[config.mk]
export PLATFORM = sky130hd
export DESIGN_NAME = ifu_prefetch_flat
export DESIGN_NICKNAME = d
export VERILOG_FILES = /design/src/rtl/ifu_pkg.sv /design/src/rtl/ifu_prefetch_if.sv /design/src/rtl/ifu_sync_fifo.sv /design/src/rtl/ifu_prefetch.sv /design/src/flat_wrapper.sv
export SDC_FILE = /design/constraint.sdc
export NUM_CORES = 1
export LEC_CHECK = 0
export CORE_MARGIN = 2
export CORE_UTILIZATION = 60
export CTS_CLUSTER_DIAMETER = 30
export DETAILED_ROUTE_END_ITERATION = 12
export GPL_TIMING_DRIVEN = 0
export HOLD_SLACK_MARGIN = 0.15
export PLACE_DENSITY = 0.85
export SKIP_CTS_REPAIR_TIMING = 1
export SYNTH_ARGS = -nofsm -noshare
export SYNTH_HDL_FRONTEND = slang
export SYNTH_SLANG_ARGS = --single-unit
[constraint.sdc]
create_clock -name clk -period 6.6 [get_ports clk]
set_clock_uncertainty 0.1 [all_clocks]
set_input_delay 1.98 -clock clk [delete_from_list [all_inputs] [get_ports clk]]
set_output_delay 1.98 -clock clk [all_outputs]
set_load 0.02 [all_outputs]
[src/rtl/ifu_pkg.sv]
// Shared types and constants for the instruction prefetch unit.
package ifu_pkg;

    localparam int IFU_PC_STEP = 4;
    localparam int IFU_IR_W    = 32;
    localparam int IFU_PC_W    = 32;

    // Buffer word layout at default widths: instruction in the upper field, its PC in the lower.
    typedef struct packed {
        logic [IFU_IR_W-1:0] ir;
        logic [IFU_PC_W-1:0] pc;
    } ibuf_entry_t;

endpackage

[src/rtl/ifu_prefetch_if.sv]
// Handshake bundle between the prefetch unit, instruction memory and the execute stage.
interface ifu_prefetch_if #(
    parameter int PC_W = 32,
    parameter int IR_W = 32
);
    logic            redirect_vld;
    logic [PC_W-1:0] redirect_pc;

    logic            ifetch_req_vld;
    logic            ifetch_req_rdy;
    logic [PC_W-1:0] ifetch_req_pc;

    logic            ifetch_rsp_vld;
    logic            ifetch_rsp_rdy;
    logic [IR_W-1:0] ifetch_rsp_ir;

    logic            iexec_req_vld;
    logic            iexec_req_rdy;
    logic [IR_W-1:0] iexec_req_ir;
    logic [PC_W-1:0] iexec_req_pc;

    modport master (
        input  redirect_vld, redirect_pc,
        output ifetch_req_vld, ifetch_req_pc,
        input  ifetch_req_rdy,
        input  ifetch_rsp_vld, ifetch_rsp_ir,
        output ifetch_rsp_rdy,
        output iexec_req_vld, iexec_req_ir, iexec_req_pc,
        input  iexec_req_rdy
    );

    modport slave (
        output redirect_vld, redirect_pc,
        input  ifetch_req_vld, ifetch_req_pc,
        output ifetch_req_rdy,
        output ifetch_rsp_vld, ifetch_rsp_ir,
        input  ifetch_rsp_rdy,
        input  iexec_req_vld, iexec_req_ir, iexec_req_pc,
        output iexec_req_rdy
    );

endinterface

[src/rtl/ifu_sync_fifo.sv]
// Synchronous FIFO with flush, occupancy count and a combinational head output.
module ifu_sync_fifo #(
    parameter int WIDTH = 32,
    parameter int DEPTH = 4
) (
    input  logic                       clk,
    input  logic                       rst,
    input  logic                       push,
    input  logic [WIDTH-1:0]           push_data,
    input  logic                       pop,
    input  logic                       flush,
    output logic [$clog2(DEPTH+1)-1:0] cnt,
    output logic [WIDTH-1:0]           head
);
    localparam int PTR_W = (DEPTH > 1) ? $clog2(DEPTH) : 1;
    localparam int CNT_W = $clog2(DEPTH + 1);

    logic [WIDTH-1:0] mem [DEPTH];
    logic [PTR_W-1:0] wr_ptr;
    logic [PTR_W-1:0] rd_ptr;

    // Pointers wrap explicitly so non-power-of-two depths work.
    function automatic logic [PTR_W-1:0] ptr_inc(input logic [PTR_W-1:0] p);
        return (p == PTR_W'(DEPTH - 1)) ? '0 : p + PTR_W'(1);
    endfunction

    always_ff @(posedge clk or posedge rst) begin
        if (rst) begin
            wr_ptr <= '0;
            rd_ptr <= '0;
            cnt    <= '0;
        end else if (flush) begin
            wr_ptr <= '0;
            rd_ptr <= '0;
            cnt    <= '0;
        end else begin
            if (push) wr_ptr <= ptr_inc(wr_ptr);
            if (pop)  rd_ptr <= ptr_inc(rd_ptr);
            if (push && !pop)      cnt <= cnt + CNT_W'(1);
            else if (pop && !push) cnt <= cnt - CNT_W'(1);
        end
    end

    always_ff @(posedge clk) begin
        if (push && !flush) mem[wr_ptr] <= push_data;
    end

    assign head = mem[rd_ptr];

endmodule

[src/rtl/ifu_prefetch.sv]
// Instruction prefetch unit: issues sequential fetches, buffers responses, drops stale ones after redirects.
// Define IFU_PREFETCH_BYPASS_EN to forward a response straight to execute when the buffer is empty.
module ifu_prefetch
    import ifu_pkg::*;
#(
    parameter int              PC_W       = 32,
    parameter int              IR_W       = 32,
    parameter int              MAX_OUTST  = 2,
    parameter int              IBUF_DEPTH = 4,
    parameter logic [PC_W-1:0] RESET_PC   = '0
) (
    input  logic          clk,
    input  logic          rst,
    ifu_prefetch_if.master bus
);
    localparam int OUT_W = $clog2(MAX_OUTST + 1);
    localparam int BUF_W = $clog2(IBUF_DEPTH + 1);
    localparam int SUM_W = BUF_W + 1;
    localparam int ENT_W = IR_W + PC_W;

    logic [PC_W-1:0]  fetch_pc;
    logic [OUT_W-1:0] inflight;
    logic [OUT_W-1:0] drop_cnt;
    logic [BUF_W-1:0] ibuf_cnt;
    logic [PC_W-1:0]  rsp_pc;
    logic [ENT_W-1:0] ibuf_head;
    logic             room;
    logic             req_hs;
    logic             rsp_hs;
    logic             keep;
    logic             exec_hs;
    logic             ibuf_push;
    logic             ibuf_pop;

    // Buffer space is reserved when a request is issued, so responses can always be accepted.
    assign room   = (SUM_W'(inflight) + SUM_W'(ibuf_cnt)) < SUM_W'(IBUF_DEPTH);

    assign bus.ifetch_req_vld = ~rst & ~bus.redirect_vld & (inflight < OUT_W'(MAX_OUTST)) & room;
    assign bus.ifetch_req_pc  = fetch_pc;
    assign bus.ifetch_rsp_rdy = 1'b1;

    assign req_hs = bus.ifetch_req_vld & bus.ifetch_req_rdy;
    assign rsp_hs = bus.ifetch_rsp_vld;
    assign keep   = rsp_hs & ~bus.redirect_vld & (drop_cnt == '0);

`ifdef IFU_PREFETCH_BYPASS_EN
    logic bypass;

    assign bypass            = keep & (ibuf_cnt == '0);
    assign bus.iexec_req_vld = ~rst & ~bus.redirect_vld & ((ibuf_cnt != '0) | keep);
    assign bus.iexec_req_ir  = bypass ? bus.ifetch_rsp_ir : ibuf_head[ENT_W-1 -: IR_W];
    assign bus.iexec_req_pc  = bypass ? rsp_pc : ibuf_head[PC_W-1:0];
    assign ibuf_push         = keep & ~(bypass & bus.iexec_req_rdy);
`else
    assign bus.iexec_req_vld = ~rst & ~bus.redirect_vld & (ibuf_cnt != '0);
    assign bus.iexec_req_ir  = ibuf_head[ENT_W-1 -: IR_W];
    assign bus.iexec_req_pc  = ibuf_head[PC_W-1:0];
    assign ibuf_push         = keep;
`endif

    assign exec_hs  = bus.iexec_req_vld & bus.iexec_req_rdy;
    assign ibuf_pop = exec_hs & (ibuf_cnt != '0);

    always_ff @(posedge clk or posedge rst) begin
        if (rst)                   fetch_pc <= RESET_PC;
        else if (bus.redirect_vld) fetch_pc <= bus.redirect_pc;
        else if (req_hs)           fetch_pc <= fetch_pc + PC_W'(IFU_PC_STEP);
    end

    // Every request still in flight at a redirect belongs to the old path and must be discarded.
    always_ff @(posedge clk or posedge rst) begin
        if (rst)                              drop_cnt <= '0;
        else if (bus.redirect_vld)            drop_cnt <= inflight - OUT_W'(rsp_hs);
        else if (rsp_hs && drop_cnt != '0)    drop_cnt <= drop_cnt - OUT_W'(1);
    end

    // The PC FIFO occupancy is exactly the number of requests in flight.
    ifu_sync_fifo #(
        .WIDTH (PC_W),
        .DEPTH (MAX_OUTST)
    ) u_pc_fifo (
        .clk       (clk),
        .rst       (rst),
        .push      (req_hs),
        .push_data (fetch_pc),
        .pop       (rsp_hs),
        .flush     (1'b0),
        .cnt       (inflight),
        .head      (rsp_pc)
    );

    ifu_sync_fifo #(
        .WIDTH (ENT_W),
        .DEPTH (IBUF_DEPTH)
    ) u_ibuf (
        .clk       (clk),
        .rst       (rst),
        .push      (ibuf_push),
        .push_data ({bus.ifetch_rsp_ir, rsp_pc}),
        .pop       (ibuf_pop),
        .flush     (bus.redirect_vld),
        .cnt       (ibuf_cnt),
        .head      (ibuf_head)
    );

endmodule

[src/flat_wrapper.sv]
// flat-port wrapper written by rule: the top's interface ports become plain ports
module ifu_prefetch_flat import ifu_pkg::*;
#(
    parameter int              PC_W       = 32,
    parameter int              IR_W       = 32,
    parameter int              MAX_OUTST  = 2,
    parameter int              IBUF_DEPTH = 4,
    parameter logic [PC_W-1:0] RESET_PC   = '0
)
  (clk, rst, bus_redirect_vld, bus_redirect_pc, bus_ifetch_req_vld, bus_ifetch_req_pc, bus_ifetch_req_rdy, bus_ifetch_rsp_vld, bus_ifetch_rsp_ir, bus_ifetch_rsp_rdy, bus_iexec_req_vld, bus_iexec_req_ir, bus_iexec_req_pc, bus_iexec_req_rdy);
  ifu_prefetch_if #(.PC_W(PC_W), .IR_W(IR_W)) bus_i ();
  input  logic clk;
  input  logic rst;
  input wire logic [$bits(bus_i.redirect_vld)-1:0] bus_redirect_vld;
  input wire logic [$bits(bus_i.redirect_pc)-1:0] bus_redirect_pc;
  output wire logic [$bits(bus_i.ifetch_req_vld)-1:0] bus_ifetch_req_vld;
  output wire logic [$bits(bus_i.ifetch_req_pc)-1:0] bus_ifetch_req_pc;
  input wire logic [$bits(bus_i.ifetch_req_rdy)-1:0] bus_ifetch_req_rdy;
  input wire logic [$bits(bus_i.ifetch_rsp_vld)-1:0] bus_ifetch_rsp_vld;
  input wire logic [$bits(bus_i.ifetch_rsp_ir)-1:0] bus_ifetch_rsp_ir;
  output wire logic [$bits(bus_i.ifetch_rsp_rdy)-1:0] bus_ifetch_rsp_rdy;
  output wire logic [$bits(bus_i.iexec_req_vld)-1:0] bus_iexec_req_vld;
  output wire logic [$bits(bus_i.iexec_req_ir)-1:0] bus_iexec_req_ir;
  output wire logic [$bits(bus_i.iexec_req_pc)-1:0] bus_iexec_req_pc;
  input wire logic [$bits(bus_i.iexec_req_rdy)-1:0] bus_iexec_req_rdy;
  assign bus_i.redirect_vld = bus_redirect_vld;
  assign bus_i.redirect_pc = bus_redirect_pc;
  assign bus_ifetch_req_vld = bus_i.ifetch_req_vld;
  assign bus_ifetch_req_pc = bus_i.ifetch_req_pc;
  assign bus_i.ifetch_req_rdy = bus_ifetch_req_rdy;
  assign bus_i.ifetch_rsp_vld = bus_ifetch_rsp_vld;
  assign bus_i.ifetch_rsp_ir = bus_ifetch_rsp_ir;
  assign bus_ifetch_rsp_rdy = bus_i.ifetch_rsp_rdy;
  assign bus_iexec_req_vld = bus_i.iexec_req_vld;
  assign bus_iexec_req_ir = bus_i.iexec_req_ir;
  assign bus_iexec_req_pc = bus_i.iexec_req_pc;
  assign bus_i.iexec_req_rdy = bus_iexec_req_rdy;
  ifu_prefetch #(.PC_W(PC_W), .IR_W(IR_W), .MAX_OUTST(MAX_OUTST), .IBUF_DEPTH(IBUF_DEPTH), .RESET_PC(RESET_PC)) u_core (.clk(clk), .rst(rst), .bus(bus_i));
endmodule
==> impl_metrics.json, run 1 <==
{
  "grt_pass1_wl_um": 45530,
  "nNetsFinal": 1046,
  "min_period_over_period_pct": 86.69,
  "hpwl_um": 18620,
  "ff_latch_area_um2": 10740,
  "antenna_found_initial": 1,
  "first_pass_iters": 5,
  "clk_latency_ns": 0.55,
  "ir_worst_vdd_mv": 0.2045,
  "area_growth_pct": 28.41,
  "clk_path_buf_depth": 3,
  "run_status": "completed",
  "cts_tree": "done",
  "hold_viol": 0,
  "setup_viol": 0,
  "ant_nets": 0,
  "via_per_inst": 5.977,
  "hold_path.class": "reg2reg",
  "seq_area_frac_synth_pct": 75.59,
  "rows": 56,
  "syn_area_per_cell_um2": 19.32,
  "yosysUniqueCellTypes": 52,
  "synth-edff-count": 320,
  "fin_crit_ns": 5.722,
  "netlist_area_um2": 14200,
  "start_util_pct": 60.87,
  "coreArea_um2": 23330,
  "r2r_cells": 7,
  "worstPathRequired_ns": 4.52,
  "grt_max_degree": 48,
  "remaining_drc_errors": 0,
  "endpoint_kind": "primary output",
  "syn-num-nets": 816,
  "worstReg2RegEnd": "u_core.u_pc_fifo.mem[1][26]",
  "ys_warn_count": 0,
  "wl_per_cell_um": 22.68,
  "startpoint": "bus_redirect_vld",
  "power_mw": 6.426,
  "gp_congestion": 0.8901,
  "hold_path_startpoint": "u_core.bus.ifetch_req_pc[0]",
  "ys_ff_latch": 365,
  "p_leak_nw": 6.141,
  "cts_made_buffers": 55,
  "holdWs_ns": 0.4099,
  "cts_htree_levels": 2,
  "worstPathMaxFanout": 4,
  "nFillCells": 1272,
  "drive_gt1_share_pct": 21.53,
  "drt-total-wl_um": 30100,
  "cts_root_buffer": "clkbuf_16",
  "drv_slew": 0,
  "rsz0062_at_grt": "no",
  "critPathArrivalTime_ns": 3.64,
  "path_clk_slew_ns": 0.06,
  "max_clock_freq_mhz": 174.8,
  "tightestPinTransition_ns": 0.8937,
  "multi_input_area_um2": 3289,
  "die_y_um": 157.9,
  "r2r_start": "u_core.u_ibuf.cnt[1]",
  "r2r_slack_ns": 3.41,
  "antenna_cells": 0,
  "startpoint_type": "input pin",
  "hold_path_depth": 0,
  "yosys_most_used_dff": "edfxtp_1",
  "fin_tns_setup_ns": 0,
  "power_density_nw_per_um2": 352.4,
  "grt_usage_pct": 24.64,
  "portBuffers": 167,
  "grt_pass1_vias": 7996,
  "die_area_um2": 24920,
  "vias": 7931,
  "worstSetupPathType": "in2out",
  "clkSinkCount": 365,
  "async_flop_share_pct": 12.33,
  "cap_violations": 0,
  "overflow": 0,
  "synthCells": 735,
  "ios": 169,
  "drt_iter0_drc": 697,
  "max-slew-margin-rel_pct": 40.42,
  "holdPathEnd": "u_core.u_pc_fifo.mem[0][0]",
  "die_w_um": 157.9
}
-- per-stage QoR --
stage          worst slack [ns]  utilization (%)  instances  area, um^2
2_1_floorplan             1.959                -        735       14200
3_3_place_gp             0.2364            69.74       1221       16270
3_5_place_dp             0.9410            70.44       1227       16430
4_1_cts                  0.9284            78.16       1327       18240
5_1_grt                  0.8348            78.16       1327       18240
6_report                 0.8782            78.16       1327       18240
-- report_power, final --
part           internal [mW]  total, mW  switching [mW]
sequential              2.71       2.81           0.101
combinational          0.392      0.850           0.459
clock                   1.74       2.76            1.02
total                   4.85       6.43            1.58
-- synthesized netlist by cell type (3+ instances only) --
library cell / n / share of area [%]
edfxtp_1: 320 / 68
mux4_2: 64 / 10
dfrtp_1: 45 / 7.9
nand2_1: 37 / 0.98
mux2_2: 34 / 2.7
nand3_1: 21 / 0.74
nor2_1: 21 / 0.56
o21ai_0: 21 / 0.74
clkbuf_1: 20 / 0.53
inv_1: 14 / 0.37
a21oi_1: 12 / 0.42
buf_2: 10 / 0.35
ha_1: 10 / 0.88
nand4_1: 9 / 0.40
xnor2_1: 9 / 0.56
and2_1: 8 / 0.35
o211ai_1: 8 / 0.42
xor2_1: 8 / 0.49
nor3_1: 7 / 0.25
or4_1: 5 / 0.26
o311ai_0: 4 / 0.25
a31oi_1: 3 / 0.13
a32oi_1: 3 / 0.19
buf_1: 3 / 0.079
mux2i_1: 3 / 0.21
-- routing by layer --
| layer | global-route usage [%] | up-vias | part of all wire, % |
|---|---|---|---|
| met4 | 8.139 | 2 | 2.7 |
| met5 | 0 | - | 0.043 |
| met1 | 35.31 | 3989 | 40 |
| met3 | 5.119 | 63 | 8.7 |
| li1 | - | 3451 | - |
| met2 | 38.72 | 426 | 49 |
-- critical path, stage by stage --
cell and delay (ns):
clkdlybuf4s50_1 0.46, nor2_1 0.31, and3_1 0.27, clkdlybuf4s50_1 0.62
-- layout make-up --
cell class	instances	share of cell area (%)
buffer	34	0.7890
multi-input combinational	322	18.04
clock buffer	64	7.965
sequential	365	58.86
clock inverter	36	1.921
inverter	14	0.2881
timing repair buffer	173	9.948
tap	319	2.189
-- sequential cells by signal (all words and copies together) (netlist names) --
name / count
u_core.bus.ifetch_req_pc: 32
u_core.drop_cnt: 2
u_core.u_ibuf.cnt: 3
u_core.u_ibuf.mem: 256
u_core.u_ibuf.rd_ptr: 2
u_core.u_ibuf.wr_ptr: 2
u_core.u_pc_fifo.cnt: 2
u_core.u_pc_fifo.mem: 64
u_core.u_pc_fifo.rd_ptr: 1
u_core.u_pc_fifo.wr_ptr: 1
-- cells by family (layout without fill, tap and decap cells) --
family	count (synthesis)	after routing	synth area share, %
xor+xnor	17	17	1.048
other cells	1	1	0.02640
simple gates	128	128	4.898
buf+inv	48	321	1.383
fa+ha+maj	11	11	1.022
compound gates	64	64	2.978
flops	365	365	75.59
mux	101	101	13.06
-- worst max path at each step --
stage,slack (ns),to,depth (start not counted)
after detailed placement,0.94,bus_ifetch_req_vld,4
after CTS,0.93,bus_ifetch_req_vld,4
after global placement,0.24,u_core.u_pc_fifo.mem[0][1],6
after floorplan,1.96,u_core.u_pc_fifo.mem[0][0],5
final,0.88,bus_ifetch_req_vld,4
after global routing,0.83,bus_iexec_req_vld,4
-- placed cells by master, fill, tap and decap left out, types with 3 or more instances in the layout --
| cell | netlist | layout |
|---|---|---|
| clkbuf_16 | 0 | 57 |
| inv_1 | 14 | 13 |
| or4_1 | 5 | 5 |
| nand3_1 | 21 | 21 |
| o311ai_0 | 4 | 4 |
| mux4_2 | 64 | 64 |
| xor2_1 | 8 | 8 |
| ha_1 | 10 | 10 |
| mux2i_1 | 3 | 3 |
| clkinv_1 | 0 | 7 |
| o211ai_1 | 8 | 8 |
| buf_2 | 10 | 10 |
| inv_6 | 0 | 4 |
| edfxtp_1 | 320 | 320 |
| a31oi_1 | 3 | 3 |
| mux2_2 | 34 | 34 |
| buf_12 | 0 | 3 |
| dfrtp_1 | 45 | 45 |
| o21ai_0 | 21 | 21 |
| buf_1 | 3 | 3 |
| a21oi_1 | 12 | 12 |
| clkbuf_1 | 20 | 27 |
| clkinvlp_4 | 0 | 7 |
| and2_4 | 0 | 4 |
| clkinv_2 | 0 | 7 |
| and2_1 | 8 | 3 |
| xnor2_1 | 9 | 9 |
| clkdlybuf4s50_1 | 0 | 167 |
| bufinv_16 | 0 | 4 |
| nand2_1 | 37 | 37 |
| nor2_1 | 21 | 20 |
| clkinv_4 | 0 | 3 |
| buf_16 | 0 | 3 |
| nand4_1 | 9 | 9 |
| nor3_1 | 7 | 7 |
| a32oi_1 | 3 | 3 |
(Power assumes the default switching activity.)
==> inputs of run 2 (changes only) <==
--- a/config.mk
+++ b/config.mk
@@ -6,13 +6,14 @@
 export NUM_CORES = 1
 export LEC_CHECK = 0
 export CORE_MARGIN = 2
-export CORE_UTILIZATION = 60
+export CORE_UTILIZATION = 56
 export CTS_CLUSTER_DIAMETER = 30
 export DETAILED_ROUTE_END_ITERATION = 12
 export GPL_TIMING_DRIVEN = 0
 export HOLD_SLACK_MARGIN = 0.15
-export PLACE_DENSITY = 0.85
+export PLACE_DENSITY = 0.8
 export SKIP_CTS_REPAIR_TIMING = 1
 export SYNTH_ARGS = -nofsm -noshare
 export SYNTH_HDL_FRONTEND = slang
+export SYNTH_HIERARCHICAL = 1
 export SYNTH_SLANG_ARGS = --single-unit
==> constraint.sdc (replaced) <==
create_clock -name clk -period 6.4 [get_ports clk]
set_clock_uncertainty 0.1 [all_clocks]
set_input_delay 1.92 -clock clk [delete_from_list [all_inputs] [get_ports clk]]
set_output_delay 1.92 -clock clk [all_outputs]
set_load 0.02 [all_outputs]
==> run 2 against run 1 <==
Via count is 0.37% higher. Die area grew 7.5%. Worst hold slack better by 0.029 ns. Combinational power is 43% lower. Core utilization is 2.8 points lower. Synthesized area rose by 0.53%. Sequential share of layout area is 2.2 points lower. Non-clock buffer count is 4 lower. Global-route usage decreased by 0.89 points. First-iteration DRC count up 15%. Critical endpoint unchanged. Power up 6.8%. Largest cell class unchanged. Sequential power down 3%.
==> impl_metrics.json, run 2 <==
{
  "ir_worst_vdd_mv": 0.2141,
  "area_growth_pct": 32.62,
  "synthMuxAreaShare_pct": 13.07,
  "antenna_found_initial": 0,
  "grt_pass1_wl_um": 47430,
  "yosys.area_share.simple_pct": 4.978,
  "path_clk_slew_ns": 0.05,
  "nNetsFinal": 1064,
  "holdWs_ns": 0.4386,
  "yosys.area_share.xor_xnor_pct": 1.288,
  "rsz0062_at_grt": "no",
  "power_frac_clock_pct": 53.1,
  "ant_nets": 0,
  "grt_max_degree": 51,
  "hold_path_depth": 0,
  "synth-adder-area-share_pct": 1.104,
  "hold_viol": 0,
  "startpoint_type": "input pin",
  "final_util_pct": 75.41,
  "grt_pass1_vias": 8449,
  "worstPathMaxFanout": 5,
  "worstPathRequired_ns": 4.38,
  "yosysUniqueCellTypes": 50,
  "synth_area_leaders": "edfxtp_1 (67%), mux4_2 (10%), dfrtp_1 (7.9%)",
  "min_period_over_period_pct": 86.46,
  "yosys_most_used_dff": "edfxtp_1",
  "ios": 169,
  "clkSinkCount": 365,
  "netlist_area_um2": 14280,
  "overflow": 0,
  "rows": 58,
  "holdPathEnd": "u_core/u_pc_fifo/mem[1][29]",
  "hpwl_um": 18390,
  "syn_area_per_cell_um2": 19.53,
  "run_status": "completed",
  "async_flop_share_pct": 12.33,
  "via_per_inst": 5.823,
  "synthCells": 731,
  "gp_congestion": 0.8673,
  "wl_per_cell_um": 22.67,
  "portBuffers": 167,
  "cts_tree": "done",
  "clk_path_buf_depth": 3,
  "switching_share_pct": 21.43,
  "coreArea_um2": 25110,
  "max_clock_freq_mhz": 180.7,
  "start_util_pct": 56.86,
  "worstSetupPathType": "in2out",
  "r2r_slack_ns": 3.10,
  "hold_path_startpoint": "u_core/bus.ifetch_req_pc[29]",
  "power_density_nw_per_um2": 362.6,
  "drive_gt1_share_pct": 24.01,
  "p_int_mw": 5.395,
  "cts_made_buffers": 70,
  "worstReg2RegEnd": "u_core/u_pc_fifo/mem[0][25]",
  "endpoint_kind": "primary output",
  "vias": 7960,
  "ys_warn_count": 6,
  "drt-total-wl_um": 30980,
  "fin_area_um2": 18930,
  "p_sw_mw": 1.471,
  "r2r_cells": 8,
  "first_pass_iters": 5,
  "ys_ff_latch": 365,
  "seq_area_frac_synth_pct": 75.19,
  "cts_htree_levels": 3,
  "tightestPinTransition_ns": 0.9072,
  "placedInstanceArea_um2": 16540,
  "critPathArrivalTime_ns": 3.51,
  "r2r_start": "u_core/u_pc_fifo/cnt[1]",
  "clk_latency_ns": 0.54,
  "remaining_drc_errors": 0,
  "die_w_um": 163.7,
  "synth_commonest_cells": "edfxtp_1 (320), mux4_2 (64), dfrtp_1 (45)",
  "grt_usage_pct": 23.75,
  "synth_top_area_share_pct": 67.30,
  "p_leak_nw": 6.534,
  "largest_register_ffs": 256,
  "die_area_um2": 26790,
  "drt_iter0_drc": 800,
  "drv_slew": 0,
  "comb_power_share_pct": 7.1,
  "cts_root_buffer": "clkbuf_16",
  "fin_tns_setup_ns": 0,
  "synth_compound_area_share_pct": 2.541,
  "synth-edff-count": 320,
  "die_y_um": 163.7,
  "power_mw": 6.866,
  "synth_top_family_by_area": "multiplexers",
  "mostFrequentLayoutCells": "edfxtp_1 (320), clkdlybuf4s50_1 (167), clkbuf_16 (72), mux4_2 (64), dfrtp_1 (45)",
  "setup_viol": 0,
  "max-slew-margin-rel_pct": 39.52,
  "hold_path.class": "reg2reg",
  "fin_crit_ns": 5.534,
  "cap_violations": 0,
  "top_register": "u_core/u_ibuf/mem",
  "synth_most_common_cell": "edfxtp_1",
  "yosys.area.top_type": "edfxtp_1",
  "p_seq_share_pct": 39.8,
  "final_common_cell": "edfxtp_1",
  "antenna_cells": 0
}
[run 2: changes by cell type in the layout (fill, tap and decap cells not counted), moves of 5 or more]
cell / delta
clkbuf_16: +15
buf_6: +11
nand3_1: -8
clkbuf_1: -7
o21ai_0: +7
xor2_1: +7
bufinv_16: +6
conb_1: +6
nand2_1: -6
nand4_1: +5
nor2b_1: +5
o211ai_1: -5
or4_1: -5
[run 2: final cells by class]
class / instances / area [um^2]
flip-flops and latches: 365 / 10740
fillers: 1402 / 6175
multi-input cells: 326 / 3323
clock buffers: 86 / 1874
repair buffers: 174 / 1815
clock inverters: 41 / 519.2
well taps: 330 / 412.9
plain buffers: 29 / 193.9
inverters: 16 / 60.06
[run 2: worst max-delay path by stage]
stage,cells past startpoint,endpoint,slack (ns),from
floorplan,5,u_core/u_pc_fifo/mem[0][0],0.71,bus_redirect_vld
global placement,6,u_core/u_pc_fifo/mem[0][28],-1.83,bus_redirect_vld
detailed placement,4,bus_iexec_req_vld,0.89,bus_redirect_vld
CTS,4,bus_iexec_req_vld,0.88,bus_redirect_vld
global route,4,bus_iexec_req_vld,0.77,bus_redirect_vld
finish,4,bus_ifetch_req_vld,0.87,bus_redirect_vld
[run 2: power groups by stage]
stage / combinational, mW / clock, mW / sequential, mW
after CTS: 0.491 / 3.69 / 2.73
after detailed placement: 0.480 / 0 / 2.77
final: 0.487 / 3.64 / 2.73
after global routing: 0.521 / 3.82 / 2.74
after floorplan: 0.243 / 0 / 2.78
after global placement: 0.462 / 0 / 2.77
[run 2: cells by family after synthesis]
kind of cell / Yosys count
fa+ha+maj: 12
mux: 102
other cells: 2
buf+inv: 45
xor+xnor: 21
simple gates: 125
compound gates: 59
flops: 365
[run 2: stage by stage]
stage                     cells  worst slack (ns)
after detailed placement   1240            0.8858
after global placement     1233            -1.832
after CTS                  1367            0.8820
final                      1367            0.8665
after global routing       1367            0.7675
after floorplan             736            0.7103
[run 2: metal layers]
metal	routed length [um]	part of all wire, %	track usage [%]	vias to the layer above
li1	-	-	-	3456
met1	12380	40	31.60	4093
met2	15740	51	39.42	363
met3	2356	7.6	5.383	48
met4	506	1.6	7.496	0
met5	0	0	0	-
[run 2: worst max-delay path, cell delays in order]
cell and delay (ns):
clkdlybuf4s50_1 0.51, nor2_1 0.23, and3_1 0.23, clkdlybuf4s50_1 0.62
==> inputs of run 3 (changes only) <==
==> constraint.sdc (replaced) <==
create_clock -name clk -period 6.4 [get_ports clk]
set_clock_uncertainty 0.1 [all_clocks]
set_input_delay 1.92 -clock clk [delete_from_list [all_inputs] [get_ports clk]]
set_output_delay 1.92 -clock clk [all_outputs]
set_load 0.1 [all_outputs]
==> results of run 3 <==
Same layout as run 2 (identical final DEF). Status: completed.
Main changes from that run: setup slack after placement 0.8858 ns -> 0.3551 ns; setup slack after layout 0.8665 ns -> 0.3358 ns; total power 6.866 mW -> 7.159 mW; worst IR drop on VDD 0.2141 mV -> 0.2178 mV
